$ cat src/rtl/seq_divider.sv
// -----------------------------------------------------------------------------
// seq_divider
//   Multi-cycle restoring integer divider for the DIV/REM execution unit.
//   Produces quotient and remainder at a fixed latency of N+1 edges after
//   acceptance. Divide-by-zero and signed MIN/-1 are resolved in one edge.
//   Signed division truncates toward zero, and the remainder takes the sign of
//   the dividend.
//
// Ports
//   clk            clock, rising edge
//   rstn           asynchronous active-low reset
//   req_i          start request, sampled only while idle
//   signed_mode_i  1 = two's-complement operands, 0 = unsigned
//   dividend_i     numerator   (N bits)
//   divisor_i      denominator (N bits)
//   busy_o         high while a division is in flight
//   ready_o        one-cycle pulse: q_o/r_o/exception_o/overflow_o are valid
//   q_o, r_o       quotient / remainder of the last completed division
//   exception_o    last result was a divide-by-zero
//   overflow_o     last result was a signed overflow (MIN / -1)
// -----------------------------------------------------------------------------
module seq_divider #(
  parameter  int N     = 16,
  localparam int CNT_W = $clog2(N) + 1
) (
  input  logic         clk,
  input  logic         rstn,
  input  logic         req_i,
  input  logic         signed_mode_i,
  input  logic [N-1:0] dividend_i,
  input  logic [N-1:0] divisor_i,
  output logic         busy_o,
  output logic         ready_o,
  output logic [N-1:0] q_o,
  output logic [N-1:0] r_o,
  output logic         exception_o,
  output logic         overflow_o
);

  typedef enum logic [1:0] {
    S_IDLE = 2'd0,
    S_CALC = 2'd1,
    S_FIX  = 2'd2
  } state_e;

  localparam logic [N-1:0] MIN_VAL = {1'b1, {(N-1){1'b0}}};

  state_e           state_q, state_d;
  logic [CNT_W-1:0] cnt_q,   cnt_d;
  logic [N:0]       rem_q,   rem_d;    // partial remainder, one guard bit
  logic [N-1:0]     quo_q,   quo_d;    // dividend bits shift out, quotient bits shift in
  logic [N-1:0]     dvs_q,   dvs_d;    // divisor magnitude
  logic             q_neg_q, q_neg_d;
  logic             r_neg_q, r_neg_d;
  logic [N-1:0]     q_q,     q_d;
  logic [N-1:0]     r_q,     r_d;
  logic             exc_q,   exc_d;
  logic             ovf_q,   ovf_d;
  logic             ready_q, ready_d;

  // Operand sign and magnitude. The magnitude of MIN is 2^(N-1), which still
  // fits in N unsigned bits, so no extra width is needed here.
  logic         dividend_neg, divisor_neg;
  logic [N-1:0] dividend_mag, divisor_mag;

  assign dividend_neg = signed_mode_i & dividend_i[N-1];
  assign divisor_neg  = signed_mode_i & divisor_i[N-1];
  assign dividend_mag = dividend_neg ? -dividend_i : dividend_i;
  assign divisor_mag  = divisor_neg  ? -divisor_i  : divisor_i;

  logic is_div_zero, is_sgn_ovf;

  assign is_div_zero = (divisor_i == '0);
  assign is_sgn_ovf  = signed_mode_i && (dividend_i == MIN_VAL) && (divisor_i == '1);

  // One restoring step. The shifted remainder is below 2*divisor < 2^(N+1),
  // so computing the trial difference one bit wider than the remainder makes
  // its MSB a reliable borrow/sign flag.
  logic [N+1:0] rem_shift;
  logic [N+1:0] rem_trial;
  logic         trial_neg;

  assign rem_shift = {rem_q, quo_q[N-1]};
  assign rem_trial = rem_shift - {2'b00, dvs_q};
  assign trial_neg = rem_trial[N+1];

  logic last_step;
  assign last_step = (cnt_q == CNT_W'(N - 1));

  // NOTE: every variable written in this block gets a default first, so no
  // path can leave one unassigned and infer a latch.
  always_comb begin
    state_d = state_q;
    cnt_d   = cnt_q;
    rem_d   = rem_q;
    quo_d   = quo_q;
    dvs_d   = dvs_q;
    q_neg_d = q_neg_q;
    r_neg_d = r_neg_q;
    q_d     = q_q;
    r_d     = r_q;
    exc_d   = exc_q;
    ovf_d   = ovf_q;
    ready_d = 1'b0;

    unique case (state_q)
      S_IDLE: begin
        if (req_i) begin
          if (is_div_zero) begin
            q_d     = '1;
            r_d     = dividend_i;
            exc_d   = 1'b1;
            ovf_d   = 1'b0;
            ready_d = 1'b1;
          end else if (is_sgn_ovf) begin
            q_d     = dividend_i;
            r_d     = '0;
            exc_d   = 1'b0;
            ovf_d   = 1'b1;
            ready_d = 1'b1;
          end else begin
            quo_d   = dividend_mag;
            dvs_d   = divisor_mag;
            q_neg_d = dividend_neg ^ divisor_neg;
            r_neg_d = dividend_neg;
            rem_d   = '0;
            cnt_d   = '0;
            state_d = S_CALC;
          end
        end
      end

      S_CALC: begin
        if (trial_neg) begin
          rem_d = rem_shift[N:0];
          quo_d = {quo_q[N-2:0], 1'b0};
        end else begin
          rem_d = rem_trial[N:0];
          quo_d = {quo_q[N-2:0], 1'b1};
        end
        cnt_d = cnt_q + 1'b1;
        if (last_step) begin
          state_d = S_FIX;
        end
      end

      S_FIX: begin
        // The final remainder is below the divisor magnitude, so its low N
        // bits carry the whole value.
        q_d     = q_neg_q ? -quo_q : quo_q;
        r_d     = r_neg_q ? -rem_q[N-1:0] : rem_q[N-1:0];
        exc_d   = 1'b0;
        ovf_d   = 1'b0;
        ready_d = 1'b1;
        state_d = S_IDLE;
      end

      default: begin
        state_d = S_IDLE;
      end
    endcase
  end

  // NOTE: state registers use non-blocking assignments so every flop samples
  // the pre-edge values of the others, independent of statement order.
  always_ff @(posedge clk or negedge rstn) begin
    if (!rstn) begin
      state_q <= S_IDLE;
      cnt_q   <= '0;
      rem_q   <= '0;
      quo_q   <= '0;
      dvs_q   <= '0;
      q_neg_q <= 1'b0;
      r_neg_q <= 1'b0;
      q_q     <= '0;
      r_q     <= '0;
      exc_q   <= 1'b0;
      ovf_q   <= 1'b0;
      ready_q <= 1'b0;
    end else begin
      state_q <= state_d;
      cnt_q   <= cnt_d;
      rem_q   <= rem_d;
      quo_q   <= quo_d;
      dvs_q   <= dvs_d;
      q_neg_q <= q_neg_d;
      r_neg_q <= r_neg_d;
      q_q     <= q_d;
      r_q     <= r_d;
      exc_q   <= exc_d;
      ovf_q   <= ovf_d;
      ready_q <= ready_d;
    end
  end

  assign busy_o      = (state_q != S_IDLE);
  assign ready_o     = ready_q;
  assign q_o         = q_q;
  assign r_o         = r_q;
  assign exception_o = exc_q;
  assign overflow_o  = ovf_q;

endmodule

$ cat config.mk
export PLATFORM = sky130hd
export DESIGN_NAME = seq_divider
export DESIGN_NICKNAME = d
export VERILOG_FILES = /design/src/rtl/seq_divider.sv
export SDC_FILE = /design/constraint.sdc
export NUM_CORES = 1
export LEC_CHECK = 0
export ABC_AREA = 1
export BUFFER_PORTS_ARGS = -buffer_cell sky130_fd_sc_hd__buf_2
export CORE_ASPECT_RATIO = 0.8
export CORE_MARGIN = 5
export CORE_UTILIZATION = 56
export CTS_BUF_LIST = sky130_fd_sc_hd__clkbuf_8
export CTS_CLUSTER_SIZE = 30
export DETAILED_ROUTE_END_ITERATION = 6
export PLACE_DENSITY = 0.74
export SLEW_MARGIN = 20
export SYNTH_ARGS = -nofsm -noshare
export SYNTH_HDL_FRONTEND = slang
export SYNTH_SLANG_ARGS = --single-unit
$ cat constraint.sdc
create_clock -name clk -period 2.34 [get_ports clk]
set_input_delay 0.117 -clock clk [delete_from_list [all_inputs] [get_ports clk]]
set_output_delay 0.117 -clock clk [all_outputs]
set_load 0.005 [all_outputs]
==> metrics.md, run 1 <==
| Metric | Value |
|---|---|
| Outcome | `completed` |
| Post-Syn Area | `0.00708 mm2` |
| Hold_ws | `0.0364 ns` |
| I/O Buffers | `71` |
| Initial DRC Count | `628` |
| Yosys top cell area share | `32.9%` |
| Fin util | `64.6%` |
| Synth Area in XOR/XNOR | `3.59%` |
| FP Rows | `36` |
| Worst r2r dst | `rem_q[0]` |
| Nets@finish | `1209` |
| Static leakage | `4.34 nW` |
| H-tree lvl count | `3` |
| Remaining Overflow, GRT | `0` |
| Final Cell Area | `0.00795 mm2` |
| Portion of netlist area occupied by mux cells | `0%` |
| Slowest stage delay, CP | `0.53 ns` |
| Final hold vios | `0` |
| Die Width | `136 um` |
| TritonCTS clock tree | `done` |
| Synth cell types | `40` |
| Final period utilization | `93.2%` |
| DIE AREA | `0.0150 mm2` |
| Final RePlAce weighted congestion | `0.978` |
| Placed Cells | `1305` |
| CP max-delay cell | `dlygate4sd3_1` |
| Synth top area cells | `dfrtp_1 (33%), nand2_1 (18%), nand3_1 (12%)` |
| Worst slack, placed | `0.161 ns` |
| Die H | `111 um` |
| HP Start | `dividend_i[5]` |
| Final non-filler cell total | `1325` |
| Synth Area in Compound Gates | `8.79%` |
| Area delta synth->final | `12.3%` |
| Clock transition at path regs | `0.10 ns` |
| Antenna viol nets, final | `0` |
| RSZ-0062 raised after global routing | `false` |
| #FFs+latches synth | `93` |
| Post-Synth Adder-Cell Area | `4.35%` |
| Worst hold path depth | `3` |
| Num CTS Buffers | `9` |
| Hold endpoint | `r_o[5]` |
| WP data required | `2.67 ns` |
| Post-route setup slack | `0.158 ns` |
| WS Path Type | `in -> reg` |
| Net count after synthesis | `1134` |
| Tightest Pin Transition | `0.866 ns` |
| Min cycle time layout | `2.18 ns` |
| First-pass GRT wire length | `32.8 mm` |
| Worst VDD drop | `0.703 mV` |
| Min-Delay Path Class | `in -> reg` |
| Slew HR | `42.0%` |
| Vias per cell | `5.46` |
| CTS Buffer Depth | `2` |
| Pins Over Slew Limit | `0` |
| Layout cell share with drive strength beyond 1 | `12.8%` |
| Crit path cell chain | `dlygate4sd3_1 -> buf_2 -> inv_1 -> ha_1 -> nand4_1 -> inv_1 -> nand4_1 -> nand2_2 -> nand2_4 -> nand2_4 -> nand3_1 -> nand2_1` |
| Num ports | `72` |
| Yosys warning count | `0` |
| FILL cells | `1173` |
| Simple-gate share of the synthesized area | `39.3%` |
| Via count | `7238` |
| Final HPWL DP | `15.3 mm` |
| Initial antenna violation count | `0` |
| Avg Inst Size Synth | `6.59 um2` |
| Largest net degree at the start of global routing | `50` |
| Routed wire length | `20.2 mm` |
| Setup TNS Final | `0 ns` |
| Starting density of the core | `57.5%` |
| Register-to-register path setup slack | `0.20 ns` |
| Diode count | `0` |
| Setup crit end kind | `flip-flop` |
| Largest family of logic cells by synthesized area | `simple AND/OR/NAND/NOR gates` |
| Clock Skews | `0.0127 ns` |
| Core area | `0.0123 mm2` |
| Setup bufs post-CTS | `0` |
| Synth area leader | `dfrtp_1` |
| TritonRoute pass-1 iters | `7` |
| Max-Cap Viols | `0` |
| DRC | `0` |
| Reg2reg start | `rem_q[10]` |
| Final setup fails | `0` |
| GRT Util Overall | `27.1%` |
| Clock sinks | `93` |
| Worst r2r path cells | `11` |
| Max Fclk | `458 MHz` |
| Clock root cell | `clkbuf_8` |
| Dpl cell area | `0.00763 mm2` |
| Arr. time, crit path | `2.51 ns` |
| Vias in the first global route | `6468` |
| Skew-Pair Late Insertion Delay | `0.38 ns` |
| Avg WL per Cell | `15.3 um` |
| Total power | `11.1 mW` |
| Crit path max fanout | `25` |
| Most frequent cells in the layout | `nand2_1 (337), nand3_1 (165), inv_1 (147), dfrtp_1 (93), buf_2 (70)` |
| CP startpoint kind | `input port` |
| Register area share after synthesis | `32.9%` |
| Pwr per Cell Area | `1400 mW/mm2` |
| Synth Instances | `1074` |
| Most common cell after layout, fill and taps aside | `nand2_1` |
-- logic make-up after synthesis --
| kind of cell | count (synthesis) |
|---|---|
| compound gates | 110 |
| xor+xnor | 29 |
| fa+ha+maj | 24 |
| buf+inv | 190 |
| flops | 93 |
| simple gates | 628 |
-- cell type report --
cell class | count | area (um2) | share of cell area [%]
Timing Repair Buffer | 94 | 563 | 7.08
Inverter | 159 | 597 | 7.51
Tap cell | 171 | 214 | 2.69
Clock inverter | 6 | 95.1 | 1.20
Clock buffer | 10 | 138 | 1.73
Sequential cell | 93 | 2330 | 29.3
Multi-Input combinational cell | 792 | 4010 | 50.5
-- critical path: cells and delay by family --
kind                     cells  cell delay, ns
adder cells (fa/ha/maj)      1            0.20
buffers and inverters        4            0.87
AND/OR/NAND/NOR              7            1.33
-- worst max path at each step --
stage | from | to | cells after the start | slack (ns)
floorplan | rem_q[7] | rem_q[15] | 14 | 0.49
global placement | quo_q[15] | rem_q[14] | 14 | 0.18
detailed placement | rem_q[7] | quo_q[0] | 11 | 0.16
CTS | divisor_i[0] | dvs_q[11] | 12 | 0.03
global route | dividend_i[0] | dvs_q[7] | 14 | 0.03
finish | divisor_i[0] | q_o[0] | 12 | 0.16
-- synthesized netlist by cell type, drive strengths merged --
library cell	n
nor2	71
a31oi	2
inv	155
nand3b	9
a21oi	31
nand2	346
xor2	23
nand4	13
or2	3
nand3	169
xnor2	6
o31ai	4
and2	1
ha	23
o22ai	1
o21ai	62
clkbuf	6
clkinv	4
nor4	1
o211ai	9
dfrtp	93
fa	1
buf	25
nor3	15
a32oi	1
-- layer usage --
layer / global-route usage, % / share of wire, %
met1: 43.5 / 50
met2: 36.6 / 41
met3: 5.73 / 8.0
met4: 6.58 / 1.7
met5: 0 / 0
-- repair_timing --
item | 4_1_cts | 5_1_grt
gates resized for setup | 0 | 7
setup endpoints to repair | 0 | 39
hold buffers | 3 | 0
hold endpoints to repair | 49 | 0
-- report_power, final --
group	leakage, nW	total, mW	switching [mW]	internal (mW)
clock network	0.111	1.26	0.618	0.640
logic	3.06	6.86	4.35	2.52
registers	1.16	2.98	0.654	2.33
total	4.34	11.1	5.62	5.48
-- state kept, by name, summed over array words and instances (netlist names) --
signal	cells
rem_q	17
dvs_q	16
q_o	16
quo_q	16
r_o	16
cnt_q	5
state_q	2
exception_o	1
overflow_o	1
q_neg_q	1
r_neg_q	1
ready_o	1
(Power assumes the default switching activity.)
==> run 2, diff against run 1 <==
Settings changed: ABC_AREA 1 to unset, PLACE_DENSITY 0.74 to 0.75.
==> metrics.md, run 2 <==
| Metric | Value |
|---|---|
| Outcome | `finished with violations` |
| Failing checks | `negative setup slack` |
| I/O Buffers | `71 (unchanged)` |
| Min-Delay Path Class | `in -> reg` |
| TritonRoute pass-1 iters | `5 (-2)` |
| Post-route setup slack | `-0.446 ns (-0.605 ns)` |
| Num ports | `72 (unchanged)` |
| Pins Over Slew Limit | `0 (unchanged)` |
| Setup TNS Final | `-1.81 ns (-1.81 ns)` |
| Post-Synth Adder-Cell Area | `5.10% (+0.75 points)` |
| Sw frac | `43.0% (-7.6 points)` |
| Worst Path Buf+Inv | `2 (-2)` |
| Vias in the first global route | `5703 (-12%)` |
| Largest family of logic cells by synthesized area | `compound AO/OA/AOI/OAI gates` |
| Final hold vios | `0 (unchanged)` |
| Initial DRC Count | `611 (-2.7%)` |
| Worst hold path depth | `3 (unchanged)` |
| Final non-filler cell total | `969 (-27%)` |
| Part of the power in registers | `24.8% (-2.0 points)` |
| Final RePlAce weighted congestion | `0.917 (-6.3%)` |
| Biggest register | `rem_q` |
| Psw | `4.99 mW (-11%)` |
| Worst r2r dst | `rem_q[16]` |
| Top FF cell, synth | `dfrtp_1` |
| Most frequent cells in the layout | `dfrtp_1 (92), buf_4 (92), nand2_1 (75), buf_2 (70), nor2_1 (56)` |
| Routed wire length | `18.0 mm (-11%)` |
| Register area share after synthesis | `38.6% (+5.7 points)` |
| Arr. time, crit path | `3.08 ns (+0.57 ns)` |
| Nets@finish | `884 (-27%)` |
| Reg2reg start | `quo_q[15]` |
| Num CTS Buffers | `9 (unchanged)` |
| Yosys warning count | `0 (unchanged)` |
| DIE AREA | `0.0130 mm2 (-14%)` |
| Pwr per Cell Area | `1500 mW/mm2 (+7.2%)` |
| Via count | `5834 (-19%)` |
| Hold endpoint | `dvs_q[1]` |
| Clock share of power | `11.4% (about the same)` |
| Avg WL per Cell | `18.5 um (+21%)` |
| Share of total power in combinational logic | `63.8% (+2.0 points)` |
| Skew-Pair Late Insertion Delay | `0.37 ns (about the same)` |
| Slew HR | `50.5% (+8.5 points)` |
| Remaining Overflow, GRT | `0 (unchanged)` |
| Synth area leader | `dfrtp_1` |
| Avg Inst Size Synth | `9.01 um2 (+37%)` |
| Die H | `103 um (-6.9%)` |
| Clock root cell | `clkbuf_8` |
| Die Width | `126 um (-7.1%)` |
| TritonCTS clock tree | `done` |
| Synth Instances | `670 (-38%)` |
| Net count after synthesis | `730 (-36%)` |
| Min cycle time layout | `2.79 ns (+0.605 ns)` |
| Worst r2r path cells | `11 (unchanged)` |
| CP max-delay cell | `or4b_1` |
| Placed Cells | `943 (-28%)` |
| CP startpoint kind | `flip-flop` |
| Simple-gate share of the synthesized area | `16.6% (-23 points)` |
| Starting density of the core | `58.0% (+0.47 points)` |
| Antenna viol nets, final | `0 (unchanged)` |
| WS Path Type | `reg -> reg` |
| RSZ-0062 raised after global routing | `true` |
| Synth top area cells | `dfrtp_1 (39%), xor2_1 (5.2%), nand2_1 (4.8%)` |
| Final setup fails | `18 (+18)` |
| Layout cell share with drive strength beyond 1 | `29.1% (+16 points)` |
| Crit path cell chain | `inv_2 -> ha_4 -> inv_2 -> fa_2 -> a211o_1 -> a211oi_2 -> o221a_2 -> o21bai_1 -> and3_1 -> or4b_1 -> o211ai_1` |
| Core area | `0.0104 mm2 (-15%)` |
| Setup crit end kind | `flip-flop` |
| Crit path max fanout | `2 (-92%)` |
| Final HPWL DP | `13.3 mm (-13%)` |
| Synth Area in Compound Gates | `22.3% (+14 points)` |
| Initial antenna violation count | `0 (unchanged)` |
| Diode count | `0 (unchanged)` |
| Clock Skews | `0.0164 ns (+0.00368 ns)` |
| Vias per cell | `6.02 (+10%)` |
| CTS Buffer Depth | `2 (unchanged)` |
| Portion of netlist area occupied by mux cells | `2.49% (+2.5 points)` |
| HP Start | `divisor_i[1]` |
| Synth cell count leaders | `dfrtp_1 (93), nand2_1 (77), nor2_1 (56)` |
| Most frequent cell after synthesis | `dfrtp_1` |
| First-pass GRT wire length | `28.5 mm (-13%)` |
| Max-Cap Viols | `0 (unchanged)` |
| GRT Util Overall | `27.2% (+0.12 points)` |
| DRC | `0 (unchanged)` |
| #FFs+latches synth | `93 (unchanged)` |
| Post-synth ARST share | `100% (unchanged)` |
| Largest net degree at the start of global routing | `41 (-18%)` |
| Register-to-register path setup slack | `-0.45 ns (-0.65 ns)` |
| Post-Syn Area | `0.00604 mm2 (-15%)` |
| WP data required | `2.63 ns (-0.04 ns)` |
| Synth cell types | `66 (+65%)` |
| Int Pwr | `6.62 mW (+21%)` |
| Synth Area in XOR/XNOR | `9.87% (+6.3 points)` |
| Area delta synth->final | `28.5%` |
| Clock transition at path regs | `0.10 ns (about the same)` |
| Max Fclk | `359 MHz (-22%)` |
| Final period utilization | `119% (+26 points)` |
| Static leakage | `3.66 nW (-16%)` |
| H-tree lvl count | `3 (unchanged)` |
| Tightest Pin Transition | `0.741 ns (-0.125 ns)` |
| Worst VDD drop | `0.658 mV (-6.4%)` |
| FP Rows | `33 (-8.3%)` |
| Number of synthesized flops with an enable pin | `0 (unchanged)` |
| Slowest stage delay, CP | `0.48 ns (-0.05 ns)` |
| Top delay family on crit path | `compound AO/OA/AOI/OAI gates` |
| Yosys top cell area share | `38.6% (+5.7 points)` |
| Clock sinks | `93 (unchanged)` |
| Most Frequent Cell on Critical Path | `inv_2` |
| Flip-flop count of the largest register after layout | `17 (unchanged)` |
-- run 2: cell type report --
cell class	instances	area [um2]
clock buffer	9	124
clock inverter	7	120
fill	742	2650
inverter	40	150
multi-input combinational	508	3660
sequential	93	2330
tap	140	175
timing repair buffer	172	1200
-- run 2: cells by family after synthesis --
group / after synthesis
DFF: 93
adders and majority gates: 24
muxes: 15
buffers and inverters: 69
and+or+nand+nor: 207
AOI/OAI and AO/OA: 194
xor gates and xnor gates: 68
-- run 2: power by group through the flow --
| stage | combinational, mW | clock [mW] | sequential, mW |
|---|---|---|---|
| floorplan | 4.27 | 0 | 2.79 |
| global placement | 6.24 | 0 | 2.79 |
| detailed placement | 6.49 | 0 | 2.85 |
| CTS | 6.57 | 1.34 | 2.82 |
| global route | 8.04 | 1.40 | 2.95 |
| finish | 7.41 | 1.33 | 2.88 |
-- run 2: tightest hold or removal path: stages --
cell and delay [ns]:
buf_2 0.12, nand2_1 0.06, a31oi_1 0.07
-- run 2: metrics by stage --
stage               hold WS (ns)  utilization [%]  total power, mW  setup WS [ns]  cell area (um2)
floorplan                 -0.179                -             7.05         -0.350             6110
global placement           0.119             69.5             9.03         -0.345             7230
detailed placement         0.128             69.5             9.34         -0.391             7230
CTS                       0.0246             72.2             10.7         -0.319             7510
global route              0.0414             74.5             12.4         -0.582             7750
finish                    0.0363             74.5             11.6         -0.446             7750
-- run 2: timing repair --
item	CTS	global route
resized for setup	4	46
endpoints found under the setup margin	20	23
buffers inserted	2	6
hold buffers	1	0
pin swaps	5	15
endpoints found under the hold margin	36	0
cloned	0	1
-- run 2: worst max path at each step --
stage	endpoint	start	cells after the start	slack (ns)
3_5_place_dp	rem_q[16]	quo_q[15]	11	-0.39
3_3_place_gp	rem_q[16]	quo_q[15]	11	-0.35
6_report	rem_q[16]	quo_q[15]	11	-0.45
5_1_grt	rem_q[16]	quo_q[15]	11	-0.58
4_1_cts	rem_q[16]	quo_q[15]	11	-0.32
2_1_floorplan	rem_q[16]	quo_q[15]	11	-0.35
-- run 2: layer usage --
metal | wire [um] | vias up | part of all wire [%] | GRT usage [%]
met3 | 1590 | 40 | 8.9 | 6.94
li1 | - | 2712 | - | -
met1 | 7940 | 2793 | 44 | 37.9
met2 | 8090 | 289 | 45 | 43.2
met5 | 0 | - | 0 | 0
met4 | 343 | 0 | 1.9 | 7.01
